[config.mk]
export PLATFORM = sky130hd
export DESIGN_NAME = babbage_result_display_flat
export DESIGN_NICKNAME = d
export VERILOG_FILES = /design/src/rtl/babbage_result_display_if.sv /design/src/rtl/babbage_result_display.sv /design/src/flat_wrapper.sv
export SDC_FILE = /design/constraint.sdc
export NUM_CORES = 1
export LEC_CHECK = 0
export CORE_MARGIN = 3
export CORE_UTILIZATION = 45
export CTS_CLUSTER_DIAMETER = 50
export CTS_CLUSTER_SIZE = 14
export DETAILED_ROUTE_END_ITERATION = 8
export SLEW_MARGIN = 20
export SYNTH_ARGS = -nofsm -noshare
export SYNTH_HDL_FRONTEND = slang
export SYNTH_SLANG_ARGS = --single-unit
[constraint.sdc]
create_clock -name clk -period 2.87 [get_ports clk]
set_input_delay 0.861 -clock clk [delete_from_list [all_inputs] [get_ports clk]]
set_output_delay 0.861 -clock clk [all_outputs]
set_load 0.005 [all_outputs]
[src/rtl/babbage_result_display_if.sv]
// Handshake between the difference engine and the result display:
// the engine drives a result with a one-cycle strobe, the display reports conversion status.
interface babbage_result_display_if;
  logic [9:0] result;
  logic       done_tick;
  logic       busy;
  logic       conv_done;

  modport master (
    output result,
    output done_tick,
    input  busy,
    input  conv_done
  );

  modport slave (
    input  result,
    input  done_tick,
    output busy,
    output conv_done
  );
endinterface

[src/rtl/babbage_result_display.sv]
// Captures a signed engine result, converts |result| to BCD by sequential double-dabble,
// and scans sign/hundreds/tens/ones onto a 4-digit active-low seven-segment display.
module babbage_result_display #(
  parameter int SCAN_DIV      = 16,
  parameter bit BLANK_LEADING = 1'b1
) (
  input  logic                            clk,
  input  logic                            reset,
  babbage_result_display_if.slave         eng,
  output logic [3:0]                      an_o,
  output logic [6:0]                      seg_o,
  output logic                            dp_o
);

  localparam int             CW        = (SCAN_DIV > 1) ? $clog2(SCAN_DIV) : 1;
  localparam logic [CW-1:0]  SCAN_LAST = CW'(SCAN_DIV - 1);
  localparam logic [6:0]     SEG_BLANK = 7'b1111111;
  localparam logic [6:0]     SEG_MINUS = 7'b0111111;
  localparam logic [3:0]     ITER_LAST = 4'd10;

  typedef enum logic [1:0] {
    IDLE   = 2'd0,
    SHIFT  = 2'd1,
    COMMIT = 2'd2
  } state_e;

  function automatic logic [6:0] seg_of(input logic [3:0] d);
    logic [6:0] s;
    case (d)
      4'd0:    s = 7'b1000000;
      4'd1:    s = 7'b1111001;
      4'd2:    s = 7'b0100100;
      4'd3:    s = 7'b0110000;
      4'd4:    s = 7'b0011001;
      4'd5:    s = 7'b0010010;
      4'd6:    s = 7'b0000010;
      4'd7:    s = 7'b1111000;
      4'd8:    s = 7'b0000000;
      4'd9:    s = 7'b0010000;
      default: s = SEG_BLANK;
    endcase
    return s;
  endfunction

  // Add-3 correction on each nibble; the hundreds carry into bit 11 is shifted out next step anyway.
  function automatic logic [10:0] dabble_adj(input logic [11:0] b);
    logic [2:0] h;
    logic [3:0] t;
    logic [3:0] o;
    h = b[10:8] + ((b[11:8] >= 4'd5) ? 3'd3 : 3'd0);
    t = b[7:4]  + ((b[7:4]  >= 4'd5) ? 4'd3 : 4'd0);
    o = b[3:0]  + ((b[3:0]  >= 4'd5) ? 4'd3 : 4'd0);
    return {h, t, o};
  endfunction

  state_e        state_q, state_d;
  logic [10:0]   mag_q, mag_d;
  logic [11:0]   bcd_q, bcd_d;
  logic [3:0]    iter_q, iter_d;
  logic          sign_q, sign_d;
  logic          busy_q, busy_d;
  logic          conv_done_q, conv_done_d;
  logic          disp_sign_q, disp_sign_d;
  logic [11:0]   disp_bcd_q, disp_bcd_d;
  logic          disp_valid_q, disp_valid_d;
  logic [CW-1:0] scan_q, scan_d;
  logic [1:0]    idx_q, idx_d;
  logic [3:0]    an_q, an_d;
  logic [6:0]    seg_q, seg_d;

  logic [10:0]   ext_s;
  logic [10:0]   abs_s;
  logic [10:0]   adj_s;
  logic          h_blank_s;
  logic          t_blank_s;

  assign ext_s = {eng.result[9], eng.result};
  assign abs_s = eng.result[9] ? (11'd0 - ext_s) : ext_s;
  assign adj_s = dabble_adj(bcd_q);

  // Before the first conversion the leading digits stay dark regardless of the blanking mode.
  assign h_blank_s = !disp_valid_q || (BLANK_LEADING && (disp_bcd_q[11:8] == 4'd0));
  assign t_blank_s = !disp_valid_q ||
                     (BLANK_LEADING && (disp_bcd_q[11:8] == 4'd0) && (disp_bcd_q[7:4] == 4'd0));

  // Conversion FSM: capture, double-dabble shifting, commit to display registers.
  always_comb begin
    state_d      = state_q;
    mag_d        = mag_q;
    bcd_d        = bcd_q;
    iter_d       = iter_q;
    sign_d       = sign_q;
    disp_sign_d  = disp_sign_q;
    disp_bcd_d   = disp_bcd_q;
    disp_valid_d = disp_valid_q;
    case (state_q)
      IDLE: begin
        if (eng.done_tick) begin
          sign_d  = eng.result[9];
          mag_d   = abs_s;
          bcd_d   = 12'd0;
          iter_d  = 4'd0;
          state_d = SHIFT;
        end else begin
          state_d = IDLE;
        end
      end
      SHIFT: begin
        bcd_d = {adj_s, mag_q[10]};
        mag_d = {mag_q[9:0], 1'b0};
        if (iter_q == ITER_LAST) begin
          state_d = COMMIT;
        end else begin
          iter_d = iter_q + 4'd1;
        end
      end
      COMMIT: begin
        disp_sign_d  = sign_q;
        disp_bcd_d   = bcd_q;
        disp_valid_d = 1'b1;
        state_d      = IDLE;
      end
      default: begin
        state_d = IDLE;
      end
    endcase
    busy_d      = (state_d != IDLE);
    conv_done_d = (state_d == COMMIT);
  end

  // Digit scan: advance the digit on counter wrap and load an/seg together.
  always_comb begin
    scan_d = scan_q;
    idx_d  = idx_q;
    an_d   = an_q;
    seg_d  = seg_q;
    if (scan_q == SCAN_LAST) begin
      scan_d = {CW{1'b0}};
      idx_d  = idx_q + 2'd1;
      case (idx_d)
        2'd0: begin
          an_d  = 4'b1110;
          seg_d = seg_of(disp_bcd_q[3:0]);
        end
        2'd1: begin
          an_d  = 4'b1101;
          seg_d = t_blank_s ? SEG_BLANK : seg_of(disp_bcd_q[7:4]);
        end
        2'd2: begin
          an_d  = 4'b1011;
          seg_d = h_blank_s ? SEG_BLANK : seg_of(disp_bcd_q[11:8]);
        end
        2'd3: begin
          an_d  = 4'b0111;
          seg_d = disp_sign_q ? SEG_MINUS : SEG_BLANK;
        end
        default: begin
          an_d  = 4'b1110;
          seg_d = SEG_BLANK;
        end
      endcase
    end else begin
      scan_d = scan_q + CW'(1);
    end
  end

  // State and output registers with synchronous reset.
  always_ff @(posedge clk) begin
    if (reset) begin
      state_q      <= IDLE;
      mag_q        <= 11'd0;
      bcd_q        <= 12'd0;
      iter_q       <= 4'd0;
      sign_q       <= 1'b0;
      busy_q       <= 1'b0;
      conv_done_q  <= 1'b0;
      disp_sign_q  <= 1'b0;
      disp_bcd_q   <= 12'd0;
      disp_valid_q <= 1'b0;
      scan_q       <= {CW{1'b0}};
      idx_q        <= 2'd0;
      an_q         <= 4'b1110;
      seg_q        <= 7'b1000000;
    end else begin
      state_q      <= state_d;
      mag_q        <= mag_d;
      bcd_q        <= bcd_d;
      iter_q       <= iter_d;
      sign_q       <= sign_d;
      busy_q       <= busy_d;
      conv_done_q  <= conv_done_d;
      disp_sign_q  <= disp_sign_d;
      disp_bcd_q   <= disp_bcd_d;
      disp_valid_q <= disp_valid_d;
      scan_q       <= scan_d;
      idx_q        <= idx_d;
      an_q         <= an_d;
      seg_q        <= seg_d;
    end
  end

  assign eng.busy      = busy_q;
  assign eng.conv_done = conv_done_q;
  assign an_o          = an_q;
  assign seg_o         = seg_q;
  assign dp_o          = 1'b1;

endmodule

[src/flat_wrapper.sv]
// flat-port wrapper written by rule: the top's interface ports become plain ports
module babbage_result_display_flat 
#(
  parameter int SCAN_DIV      = 16,
  parameter bit BLANK_LEADING = 1'b1
)
  (clk, reset, an_o, seg_o, dp_o, eng_result, eng_done_tick, eng_busy, eng_conv_done);
  babbage_result_display_if eng_i ();
  input  logic clk;
  input  logic reset;
  output logic [3:0] an_o;
  output logic [6:0] seg_o;
  output logic dp_o;
  input wire logic [$bits(eng_i.result)-1:0] eng_result;
  input wire logic [$bits(eng_i.done_tick)-1:0] eng_done_tick;
  output wire logic [$bits(eng_i.busy)-1:0] eng_busy;
  output wire logic [$bits(eng_i.conv_done)-1:0] eng_conv_done;
  assign eng_i.result = eng_result;
  assign eng_i.done_tick = eng_done_tick;
  assign eng_busy = eng_i.busy;
  assign eng_conv_done = eng_i.conv_done;
  babbage_result_display #(.SCAN_DIV(SCAN_DIV), .BLANK_LEADING(BLANK_LEADING)) u_core (.clk(clk), .reset(reset), .eng(eng_i), .an_o(an_o), .seg_o(seg_o), .dp_o(dp_o));
endmodule
* After elaboration in Yosys (flattened, before gate mapping)
Memory sizes are Yosys's and may differ from the RTL's. A register that Yosys moved wholly into a read port is not among the register bits. Cells that the tools add are included.
Storage, ports and cells: bits in registers 63, ROM bits 336, input bits 13, output and inout port bits 14, word-level logic and storage cells 76, memories 3
Operators by class: $add $sub $neg 7, $lt $le $gt $ge 3, equality and inequality tests 10, mux-type cells 25, reduce and logical (&&, ||, !) cells 14
Memory list:
- (no name shown) | depth 16, bits a word 7, read ports 1, clocked after Yosys merged registers in 1, write ports 0, RTL line babbage_result_display.sv:29 | case (d)
- (no name shown) | depth 16, bits a word 7, read ports 1, clocked after Yosys merged registers in 1, write ports 0, RTL line babbage_result_display.sv:29
- (no name shown) | depth 16, bits a word 7, read ports 1, clocked after Yosys merged registers in 1, write ports 0, RTL line babbage_result_display.sv:29
Operator list (count):
- 2-to-1 mux 4 bit | 8
- case mux 7 bit (4 select lines) | 1
- case mux 12 bit (2 select lines) | 1
- 2-to-1 mux 11 bit | 2
- case mux 11 bit (2 select lines) | 1
- 2-to-1 mux 7 bit | 3
- case mux 4 bit (4 select lines) | 1
- greater-or-equal comparator 4 x 3 -> 1 bit (second input constant) | 3
- 2-to-1 mux 12 bit | 1
- subtractor 1 x 10 -> 11 bit (first input constant) | 1
- adder 4 x 1 -> 4 bit (second input constant) | 2
- adder 4 bit | 2
- equality test 2 bit (second input constant) | 4
- equality test 4 bit (second input constant) | 2
- zero test 4 bit | 2
- 2-to-1 mux 2 bit | 4
- case mux 4 bit (2 select lines) | 1
- equality test 2 x 1 -> 1 bit (second input constant) | 2
- zero test 2 bit | 2
- inequality test 2 bit (second input constant) | 2
- case mux 2 bit (2 select lines) | 1
- AND reduction 2 bit | 2
- nonzero test 2 bit | 2
- adder 3 bit | 1
- 7 further kinds | 8

* Longest topological paths before layout
Gate-level depths: netlist of run 1.
depth in word-level cells 5, depth in mapped cells 9

* Worst setup path before layout of run 1
No wires, ideal clock.
kind input -> register, from in reset, to reg (tool-made name), library setup time 0.121 ns, arrival time 2.234 ns, data required time 2.749 ns, path slack 0.515 ns, cell stages on the path 7, path through buf_2 inv_1 buf_2 a31oi_1 ha_1 mux2i_1 mux2_2
RTL lines:
- start: declaration | RTL line flat_wrapper.sv:10 | input logic reset;

==> impl_results.md, run 1 <==
- Fmax: 398 MHz
- Most frequent cell after synthesis: dfxtp_1
- Final worst path period share: 0.875
- Syn nets: 499
- Port bufs: 25
- Num CTS Buffers: 9
- Min cycle time layout: roughly 2.5 ns
- Yosys warns: 0
- Grt total ovfl: 0
- Leak pwr: a little over 0.002 uW
- Hold Path End: u_core.mag_q[3]
- Die ar.: 0.0107 mm2
- CTS Hold Buffers Added: 0
- Register-to-Register Path Depth: 6
- Initial antenna violation count: 0
- Area Growth Syn to Fin: 14.4%
- Post-synth EDFFs: 0
- Synthesized area per cell: 9.44 um2
- Vias/cell: 5.47
- Synthesized cell area: about 0.0043 mm2
- Worst slack, placed: 0.0109 ns
- Worst setup startpoint: reset
- Final Wtd Congestion: 0.839
- Area leader, netlist: dfxtp_1
- Initial core utilization: 0.476
- Total Routed Length: around 9.1 mm
- Min setup slack post-route: 0.360 ns
- FF+latch count, synth: 84
- CTS Buffer Depth: 2
- Commonest cells post-synth: dfxtp_1, nor2_1, ha_1
- H-Tree Depth: 3
- VDD IR max: 0.000256 V
- DR WL/cell: approximately 15 um
- Worst skew pair latency: 0.35 ns
- Setup Viol. Count Final: 0
- Synth top area share: 0.394
- PwrDens: a little under 500 mW/mm2
- Hold Path Origin: u_core.mag_q[3]
- Final Hold Viols: 0
- Netlist cell types: 61
- Required time worst endpoint: 3.10 ns
- Critical R2R Launch: u_core.state_q[1]
- Clock skew: 0.00969 ns
- Clock-pin slew on the worst setup and hold paths: 0.08 ns
- Final instance area: 0.00489 mm2
- Top-level I/O count: 27
- RSZ-0062 raised after global routing: no
- First-iteration detailed-routing DRC count: approximately 130
- Antenna diodes: 0
- Startpoint types: primary input
- Top post-synthesis cells by area: dfxtp_1, ha_1, mux2i_1
- CTS tree: built
- Layout fillers: between 800 and 900
- Largest net degree at the start of global routing: 22
- Setup TNS: 0 ns
- Critical path peak fanout: 21
- First-pass GRT wire length: 15.6 mm
- CP Capture Type: register
- Worst Tran Pin Value: 0.648 ns
- ANT nets after route: 0
- Hpwl dp: just under 7 mm
- Post-Syn Instances: 452
- Share of layout cells above drive strength 1: 0.109
- Die Ht: slightly above 100 um
- Status: complete, no violations
- Vias: roughly 3300
- Core footprint: 0.00898 mm2
- Max Cap Viol: 0
- Post-route DRC: 0
- WP data arrival: 2.74 ns
- Slew HR: 0.568
- Register area share after synthesis: 0.394
- Final hold slack: 0.463 ns
- R2r setup slk: 0.45 ns
- Max Slew Vio Count: 0
- Post-cts resize count: 0
- Post-synth ARST share: 0
- Ys flop type: dfxtp_1
- Nets: 520
- Die X: 103 um
- Placed cells: between 500 and 600
- Worst Hold Depth: 2
- Total global-route track usage: 0.184
- Fin cells: 604
- Root buffer cell: clkbuf_8
- Placement Cell Area: approximately 0.0046 mm2
- Worst hold path type: reg -> reg
- Vias in the first global route: 3141
- FP Rows: 34
- CP Class: in -> reg
- Clock sink count: 84
- Post-CTS setup buffer count: 0
- DRT Pass-1 Iters: 4
-- critical path: stages --
cell and delay [ns]:
buf_2 0.33, inv_1 0.34, a31oi_1 0.55, ha_1 0.24
inv_1 0.05, nor4_1 0.29, a21oi_1 0.07
-- cell families after synthesis --
group / Yosys count / share of synthesized area
xor+xnor: 11 / 0.0226
simple gates: 119 / 0.159
compound gates: 125 / 0.213
mux: 21 / 0.0501
fa+ha+maj: 34 / 0.105
flops: 84 / 0.394
buf+inv: 57 / 0.0557
other cells: 1 / 0.000878
-- power breakdown --
group	total (uW)	switching (uW)	internal (uW)	leakage, uW
registers	1200	12.2	1180	0.000680
logic	143	83.1	60.1	0.00124
clock network	1030	421	607	0.000124
total	2370	517	1850	0.00205
-- cell type report --
type	count	area, um2	area share
well taps	126	158	0.0323
repair buffers	37	335	0.0686
flip-flops and latches	84	1680	0.344
inverters	30	113	0.0230
clock inverters	5	108	0.0220
clock buffers	11	141	0.0289
multi-input cells	311	2350	0.481
-- layer usage --
metal	vias to the layer above	GRT usage	part of all wire	wire length (um)
li1	1665	-	-	-
met1	1591	0.270	0.51	4620
met2	45	0.279	0.45	4120
met3	2	0.0409	0.035	316
met4	0	0.0388	0.0043	39
met5	-	0	0	0
-- per-stage QoR --
stage          total power, uW   util
3_5_place_dp              1370  0.517
2_1_floorplan             1310      -
5_1_grt                   2450  0.544
6_report                  2370  0.544
3_3_place_gp              1360  0.517
4_1_cts                   2390  0.544
-- layout by cell type, fill, tap and decap left out, drive strengths merged, types with 4 or more instances in the layout --
master,Yosys,routed
xnor2,6,6
clkbuf,10,11
a211oi,7,7
o21ai,13,13
xor2,5,5
a21oi,27,27
nand2,23,23
a31o,8,8
nor2b,5,5
o211ai,6,6
nand2b,9,9
ha,31,31
dfxtp,84,84
a22oi,13,13
o22ai,10,10
a31oi,6,6
nor4,4,4
a22o,9,9
nor2,40,40
nor3,6,6
and3,4,4
nor4bb,8,8
mux2i,18,18
clkdlybuf4s50,0,24
o31ai,7,7
buf,17,13
inv,30,31
-- how the worst max path moves through the flow --
stage,end,slack (ns),cells past startpoint
4_1_cts,register,0.37,7
6_report,register,0.36,7
5_1_grt,register,0.08,7
2_1_floorplan,register,0.51,7
3_5_place_dp,register,0.01,7
3_3_place_gp,register,0.08,7
Power figures use the tool's default switching activity.
==> run 2, diff against run 1 <==
CORE_ASPECT_RATIO = 1.25   (was unset)
SETUP_SLACK_MARGIN = 0.02   (was unset)
==> run 2 against run 1 <==
Net effect:
- critical path depth unchanged
- final area up 1.5%
- clock-buffer cell count down 1
- global-route usage up 0.39 points
- largest cell class unchanged
- largest power group is now clock
==> impl_results.md, run 2 (synthesized netlist as in run 1, its figures left out) <==
- Sw power: 570 uW (+10%)
- Max Slew Vio Count: 0 (unchanged)
- Status: complete, no violations
- Final hold slack: 0.453 ns (-0.00954 ns)
- Die ar.: 0.0107 mm2 (about the same)
- Leak pwr: 0.00207 uW (+1.3%)
- CP Capture Type: register
- Fmax: 410 MHz (+3.0%)
- Critical path peak fanout: 18 (-14%)
- Share of layout cells above drive strength 1: 0.111 (+0.00209)
- R2r setup slk: 0.71 ns (+0.26 ns)
- Combinational power share: 0.055 (-0.005)
- Min cycle time layout: 2.44 ns (-0.0729 ns)
- Max Cap Viol: 0 (unchanged)
- Initial core utilization: 0.465 (-0.0102)
- Port bufs: 25 (unchanged)
- CP Class: in -> reg
- Cell Int Power: 2030 uW (+9.6%)
- First-iteration detailed-routing DRC count: 149 (+16%)
- CP most frequent cell: inv_1
- DRT Pass-1 Iters: 4 (unchanged)
- Most frequent cells in the layout: dfxtp_1, nor2_1, ha_1
- Top-level I/O count: 27 (unchanged)
- Setup Viol. Count Final: 0 (unchanged)
- Seq pwr share: 0.461 (-0.044)
- Post-route DRC: 0 (unchanged)
- Largest net degree at the start of global routing: 22 (unchanged)
- Final worst path period share: 0.849 (-0.0254)
- Antenna diodes: 0 (unchanged)
- FP Rows: 39 (+15%)
- Nets: 520 (unchanged)
- Final Wtd Congestion: 0.779 (-7.3%)
- Root buffer cell: clkbuf_16
- Die X: 93.1 um (-9.9%)
- Worst hold path type: reg -> reg
- Slew HR: 0.554 (-0.0146)
- Area Growth Syn to Fin: 16.2%
- Required time worst endpoint: 3.09 ns (about the same)
- Post-CTS setup buffer count: 0 (unchanged)
- DR WL/cell: 15.8 um (+5.2%)
- RSZ-0062 raised after global routing: no
- Setup TNS: 0 ns (unchanged)
- CTS tree: built
- WP data arrival: 2.66 ns (-0.08 ns)
- VDD IR max: 0.000276 V (+7.9%)
- Total global-route track usage: 0.188 (+0.00386)
- Total Routed Length: 9.52 mm (+4.7%)
- Vias/cell: 5.52 (+0.86%)
- Vias in the first global route: 3346 (+6.5%)
- Final Hold Viols: 0 (unchanged)
- Die Ht: 115 um (+11%)
- Most common cell after layout, fill and taps aside: dfxtp_1
- Core footprint: 0.00917 mm2 (+2.2%)
- Placement Cell Area: 0.00463 mm2 (about the same)
- Grt total ovfl: 0 (unchanged)
- Initial antenna violation count: 0 (unchanged)
- Crit-path cells: buf_2 -> inv_1 -> a31oi_1 -> ha_1 -> inv_1 -> nor4_1 -> a21oi_1
- Worst Tran Pin Value: 0.667 ns (+0.0194 ns)
- CTS Hold Buffers Added: 0 (unchanged)
- Post-cts resize count: 0 (unchanged)
- Clock network power share: 0.484 (+0.050)
- Slowest stage delay, CP: 0.55 ns (about the same)
- Clock-pin slew on the worst setup and hold paths: 0.06 ns (-0.02 ns)
- CTS Buffer Depth: 2 (unchanged)
- H-Tree Depth: 3 (unchanged)
- Slowest CP cell: a31oi_1
- Num CTS Buffers: 9 (unchanged)
- ANT nets after route: 0 (unchanged)
- Worst skew pair latency: 0.34 ns (about the same)
- Startpoint types: primary input
- Clock skew: 0.00679 ns (-0.00290 ns)
- Pwr Total: 2600 uW (+9.7%)
- Vias: 3315 (+0.36%)
- Clock sink count: 84 (unchanged)
- Net switching share of the total power: 0.220 (+0.00131)
- Final instance area: 0.00496 mm2 (+1.5%)
- First-pass GRT wire length: 15.9 mm (+2.2%)
- PwrDens: 524 mW/mm2 (+8.1%)
- Hpwl dp: 6.82 mm (+1.2%)
[run 2: per-layer routing]
| layer | track usage | vias up | share of wire |
|---|---|---|---|
| met3 | 0.0347 | 16 | 0.029 |
| met1 | 0.225 | 1583 | 0.45 |
| met2 | 0.324 | 54 | 0.50 |
| met4 | 0.0899 | 0 | 0.023 |
| li1 | - | 1662 | - |
| met5 | 0 | - | 0 |
[run 2: path summary, 6_finish.rpt]
check / from / to / depth (start not counted)
worst min register to register: u_core.mag_q[1] / u_core.mag_q[1] / 2
worst max-delay path: reset / register / 7
worst min-delay path: u_core.mag_q[1] / u_core.mag_q[1] / 2
worst max register to register: u_core.state_q[1] / register / 6
[run 2: cell type report]
| type | instances | area (um2) |
|---|---|---|
| Inverter | 30 | 113 |
| Clock inverter | 6 | 87.6 |
| Multi-Input combinational cell | 311 | 2350 |
| Fill cell | 876 | 4210 |
| Tap cell | 123 | 154 |
| Timing Repair Buffer | 37 | 335 |
| Clock buffer | 10 | 239 |
| Sequential cell | 84 | 1680 |
[run 2: through the flow]
stage	setup slack [ns]	util	instances
5_1_grt	0.128	0.541	601
6_report	0.433	0.541	601
2_1_floorplan	0.515	-	452
3_5_place_dp	0.103	0.505	585
4_1_cts	0.458	0.541	601
3_3_place_gp	0.152	0.505	585
[run 2: power by group through the flow]
stage	Sequential (uW)	Clock [uW]	Combinational, uW
after floorplan	1220	0	87.7
after global placement	1220	0	140
after detailed placement	1220	0	143
after CTS	1200	1280	144
after global routing	1200	1320	159
final	1200	1260	143
[run 2: critical path: cells and delay by family]
| family | cells | cell delay [ns] |
|---|---|---|
| buffers and inverters | 3 | 0.68 |
| adder cells (fa/ha/maj) | 1 | 0.25 |
| AO/OA/AOI/OAI | 2 | 0.61 |
| AND/OR/NAND/NOR | 1 | 0.25 |
